$ cat src/rtl/mod_n_counter_if.sv
// Output bundle of the modulo-N counter: count value plus terminal-count
// and wrap status. The counter drives it through the master modport;
// consumers of the timebase attach through the slave modport.
interface mod_n_counter_if #(
  parameter int length = 3
);
  logic [length-1:0] dataout;
  logic              tc;
  logic              wrap;

  modport master (
    output dataout,
    output tc,
    output wrap
  );

  modport slave (
    input dataout,
    input tc,
    input wrap
  );
endinterface

$ cat src/rtl/mod_n_counter.sv
// Free-running modulo-N up-counter used as a periodic sequence / timebase.
// Counts 0..N-1 and wraps to 0. tc decodes N-1 combinationally.
// wrap is a registered one-cycle pulse that coincides with the 0 that
// follows N-1. A value outside 0..N-1 (only reachable from X or power-up
// state) is replaced by 0 on the next non-reset edge. That replacement
// does not raise wrap, because no real N-1 -> 0 transition took place.
module mod_n_counter #(
  parameter int N      = 8,
  parameter int length = 3
) (
  input logic             clk,
  input logic             reset,
  mod_n_counter_if.master cnt_if
);

  // Reject moduli that cannot be represented or that are degenerate.
  if (length < 1) begin : g_bad_length
    $error("mod_n_counter: length must be at least 1");
  end
  if (N < 2) begin : g_bad_n_low
    $error("mod_n_counter: N must be at least 2");
  end
  if (longint'(N) > (longint'(1) << length)) begin : g_bad_n_high
    $error("mod_n_counter: N exceeds 2**length");
  end

  localparam logic [length-1:0] LAST = length'(N - 1);

  logic [length-1:0] dataout_q, dataout_d;
  logic              wrap_q, wrap_d;
  logic              at_last;
  logic              out_of_range;

  // Next-count decode. Equality on the full width means that a
  // non-power-of-2 N never relies on binary overflow.
  always_comb begin
    at_last      = (dataout_q == LAST);
    out_of_range = ({1'b0, dataout_q} > {1'b0, LAST});
    dataout_d    = dataout_q + length'(1);
    wrap_d       = 1'b0;
    if (at_last) begin
      dataout_d = '0;
      wrap_d    = 1'b1;
    end else if (out_of_range) begin
      dataout_d = '0;
    end
  end

  // Count and wrap registers. The synchronous reset overrides counting.
  always_ff @(posedge clk) begin
    if (reset) begin
      dataout_q <= '0;
      wrap_q    <= 1'b0;
    end else begin
      dataout_q <= dataout_d;
      wrap_q    <= wrap_d;
    end
  end

  // Drive the output bundle. tc follows dataout with no added latency.
  always_comb begin
    cnt_if.dataout = dataout_q;
    cnt_if.tc      = at_last;
    cnt_if.wrap    = wrap_q;
  end

endmodule

$ cat src/flat_wrapper.sv
// flat-port wrapper written by rule: the top's interface ports become plain ports
module mod_n_counter_flat 
#(
  parameter int N      = 8,
  parameter int length = 3
)
  (clk, reset, cnt_if_dataout, cnt_if_tc, cnt_if_wrap);
  mod_n_counter_if #(.length(length)) cnt_if_i ();
  input logic clk;
  input logic reset;
  output wire logic [$bits(cnt_if_i.dataout)-1:0] cnt_if_dataout;
  output wire logic [$bits(cnt_if_i.tc)-1:0] cnt_if_tc;
  output wire logic [$bits(cnt_if_i.wrap)-1:0] cnt_if_wrap;
  assign cnt_if_dataout = cnt_if_i.dataout;
  assign cnt_if_tc = cnt_if_i.tc;
  assign cnt_if_wrap = cnt_if_i.wrap;
  mod_n_counter #(.N(N), .length(length)) u_core (.clk(clk), .reset(reset), .cnt_if(cnt_if_i));
endmodule
$ cat config.mk
export PLATFORM = sky130hd
export DESIGN_NAME = mod_n_counter_flat
export DESIGN_NICKNAME = d
export VERILOG_FILES = /design/src/rtl/mod_n_counter_if.sv /design/src/rtl/mod_n_counter.sv /design/src/flat_wrapper.sv
export SDC_FILE = /design/constraint.sdc
export NUM_CORES = 1
export LEC_CHECK = 0
export BUFFER_PORTS_ARGS = -buffer_cell sky130_fd_sc_hd__buf_4
export CAP_MARGIN = 25
export CELL_PAD_IN_SITES_DETAIL_PLACEMENT = 0
export CELL_PAD_IN_SITES_GLOBAL_PLACEMENT = 1
export CORE_AREA = 8 8 45 47
export CTS_BUF_LIST = sky130_fd_sc_hd__clkbuf_8
export CTS_CLUSTER_DIAMETER = 150
export DETAILED_ROUTE_END_ITERATION = 10
export DIE_AREA = 0 0 53 55
export HOLD_SLACK_MARGIN = 0.15
export PLACE_DENSITY_LB_ADDON = 0.1
export SLEW_MARGIN = 40
export SYNTH_ARGS = -nofsm -noshare
export SYNTH_HDL_FRONTEND = slang
export SYNTH_SLANG_ARGS = --single-unit
export TNS_END_PERCENT = 1
$ cat constraint.sdc
create_clock -name clk -period 2 [get_ports clk]
set_input_delay 0.4 -clock clk [delete_from_list [all_inputs] [get_ports clk]]
set_output_delay 0.4 -clock clk [all_outputs]
set_load 0.1 [all_outputs]
* Word-level counts from Yosys, hierarchy flattened
Index checks and enable logic that the tools add are counted.
** Word-level totals
- Register bits :: 4
- Bits of input ports :: 2
- Output and inout port bits :: 5
- Logic and storage cells :: 6
** Cells by class
- Add/subtract/negate cells :: 1
- Eq/ne operators :: 1
- Muxes and demuxes :: 1
- Reductions and logical operators :: 1
** Operators by type and width (count)
- 3-bit by 1-bit adder with 3-bit output (second input constant) :: 1
- 3-bit equality test (second input constant) :: 1
- 2-bit OR reduction :: 1
- 1-bit 2-to-1 mux :: 1

* Logic depth before layout (Yosys ltp)
- Depth in word-level cells :: 2
- Gate-level depth with buffers :: 3
- Gate-level depth less buffers :: 3

* Worst setup path before layout
OpenSTA, ideal clock, no wires.
- Path type :: flip-flop to output port
- From :: register u_core.dataout_q[0], in the netlist u_core.cnt_if.dataout[0]
- To :: output cnt_if_tc
- Arrival time :: 2066 ps
- Data required time :: 1600 ps
- Setup slack :: -466 ps
- Cell stages (with the launch flop) :: 3
- Buffers on the path :: 0
- Cells stage by stage :: dfxtp_1 > ha_1 > ha_1
** Between the ends
- Cells in the longest elaborated chain, start to end :: 1
** RTL lines
- from (decl) :: line mod_n_counter.sv:29 : logic [length-1:0] dataout_q, dataout_d;
- from (signal assigned) :: line mod_n_counter.sv:55 : dataout_q <= dataout_d;
- 3-bit equality test :: line mod_n_counter.sv:37 : at_last = (dataout_q == LAST);
- to (decl) :: line flat_wrapper.sv:12 : output wire logic [$bits(cnt_if_i.tc)-1:0] cnt_if_tc;
Every way passes these cells.

* Worst setup path after layout
Ends and elaborated chain as after synthesis.

==> results.json <==
{
  "cts-root-buf": "clkbuf_8",
  "firstDrtPassIters": 2,
  "cap_violations": 0,
  "synth_area_leaders": "dfxtp_1 (61%), ha_1 (19%), nor3b_1 (11%)",
  "wl_um": 339,
  "slew_viol_final": 0,
  "clock_latency_ns": 0.22,
  "ys_types": 5,
  "die-area_um2": 2920,
  "antenna_found_initial": 0,
  "drc": 0,
  "yosysSeqAreaShare_pct": 61.0,
  "cts_resized": 0,
  "setup-tns-final_ns": 0,
  "syn_area_per_cell_um2": 13.1,
  "setup_viol": 0,
  "crit_required_ns": 1.60,
  "vias_per_cell": 3.00,
  "r2r_start": "u_core.cnt_if.dataout[0]",
  "crit_family": "adder cells",
  "num_vias": 105,
  "grt_pass1_wl_um": 476,
  "post_cts_buffers": 0,
  "place_ws_ns": 0.607,
  "num_rows": 14,
  "drtAntennaViolNets": 0,
  "relSlewSlack_pct": 81.4,
  "die_y_um": 55,
  "path_class": "flip-flop to output port",
  "wl_per_cell_um": 9.69,
  "path_cells": "ha_1, ha_2, buf_4",
  "worstPathMaxFanout": 5,
  "hold_viol": 0,
  "final_nets": 25,
  "worst_slew_pin_slew_ns": 0.281,
  "ir_worst_vdd_mv": 0.273,
  "port_buffers": 6,
  "crit_buf_inv": 1,
  "worstHoldStart": "reset",
  "slowest_delay_ns": 0.33,
  "finalCritPeriodShare_pct": 80.6,
  "syn_area_um2": 131,
  "final.setup.worst_slack_ns": 0.388,
  "numCtsBuffers": 3,
  "cts_tree": "built",
  "rsz0062_at_grt": "false",
  "drt_iter0_drc": 2,
  "start_util_pct": 9.49,
  "coreArea_um2": 1380,
  "holdBufCountCts": 0,
  "area_growth_syn_to_layout_pct": 85.7,
  "hold_depth": 2,
  "clk_pin_slew_ns": 0.03,
  "drive_gt1_share_pct": 68.4,
  "totalPowerFinal_mw": 0.319,
  "die_x_um": 53,
  "synth_top_area_share_pct": 61.0,
  "p_leak_nw": 0.111,
  "yosysWarningCount": 0,
  "place.gp.congestion": 0.609,
  "whs_endpoint": "u_core.cnt_if.dataout[1]",
  "fin_crit_ns": 1.61,
  "num_io_pins": 7,
  "r2r_setup_slack_ns": 0.95,
  "critPathLaunchType": "flip-flop",
  "clock_skew_ns": 0.000146,
  "timing.fmax_mhz": 620,
  "ctsLongestPathBuffers": 2,
  "grt-ovfl-total": 0,
  "reg2reg_to": "u_core.cnt_if.dataout[2]",
  "cts_num_sinks": 4,
  "final_cells": 35,
  "rr_worst_depth": 3,
  "yosysTopAreaCell": "dfxtp_1",
  "critPathArrivalTime_ns": 1.21,
  "antenna_cells": 0,
  "hold_class": "input port to flip-flop",
  "p_per_area_nw_per_um2": 1310,
  "end_kind": "output port",
  "syn_inst": 10,
  "cts_htree_levels": 1,
  "synth_nets": 14,
  "grt_use_total_pct": 2.90,
  "slowest_stage": "dfxtp_2",
  "grt_max_degree": 6,
  "placed_cells": 32,
  "status": "completed",
  "finalCoreUtilization_pct": 17.6,
  "grt_pass1_vias": 111,
  "synth_seq_cells": 4
}
cell type report:
type	count	area (um2)
Multi-Input combinational cell	6	53.8
Fill cell	149	1140
Timing Repair Buffer	6	45.0
Tap cell	16	20.0
Clock buffer	3	41.3
Sequential cell	4	83.8
worst reg2reg max path, cell delays in order, from the launching register on:
cell     delay [ns]
dfxtp_2        0.31
ha_1           0.19
ha_2           0.30
nor3b_1        0.15
state kept, by name, indices dropped and copies added, names as in the netlist:
signal,cells
u_core.cnt_if.dataout,3
u_core.cnt_if.wrap,1
where the power goes:
group / internal (mW) / switching [mW] / total, mW
clock: 0.128 / 0.0430 / 0.171
combinational: 0.0125 / 0.0449 / 0.0574
sequential: 0.0868 / 0.00352 / 0.0903
total: 0.228 / 0.0914 / 0.319
routing by layer:
metal	routed length (um)	GRT usage [%]
met5	0	0
met3	38	3.48
met2	105	2.34
met1	174	2.89
met4	21	3.88
per-stage QoR:
stage	cell area [um2]	hold WS, ns
final	244	0.370
after global routing	244	0.370
after CTS	244	0.366
after detailed placement	203	0.411
after global placement	203	0.411
after floorplan	138	0.468
synthesized netlist by cell type:
cell type,instances
ha_1,2
dfxtp_1,4
nor2b_1,1
nor3_1,1
nor3b_1,2
logic make-up after synthesis:
kind of cell / count (synthesis) / synth area share [%]
AND/OR/NAND/NOR: 4 / 20.0
flip-flops: 4 / 61.0
adder cells (fa/ha/maj): 2 / 19.0
placed cells by master (no fill, tap or decap):
cell type,count
buf_4,6
clkbuf_8,3
dfxtp_1,1
dfxtp_2,3
ha_1,1
ha_2,1
nor2b_1,1
nor3_1,1
nor3b_1,2
worst max-delay path by stage:
| stage | start | slack [ns] | cells after the start | to |
|---|---|---|---|---|
| final | u_core.cnt_if.dataout[0] | 0.39 | 3 | cnt_if_tc |
| after global routing | u_core.cnt_if.dataout[0] | 0.35 | 3 | cnt_if_tc |
| after CTS | u_core.cnt_if.dataout[0] | 0.38 | 3 | cnt_if_tc |
| after detailed placement | u_core.cnt_if.dataout[0] | 0.61 | 3 | cnt_if_tc |
| after global placement | u_core.cnt_if.dataout[0] | 0.58 | 3 | cnt_if_tc |
| after floorplan | u_core.cnt_if.dataout[0] | 0.17 | 2 | cnt_if_tc |
Note: power is estimated with default switching activity, not from simulation.
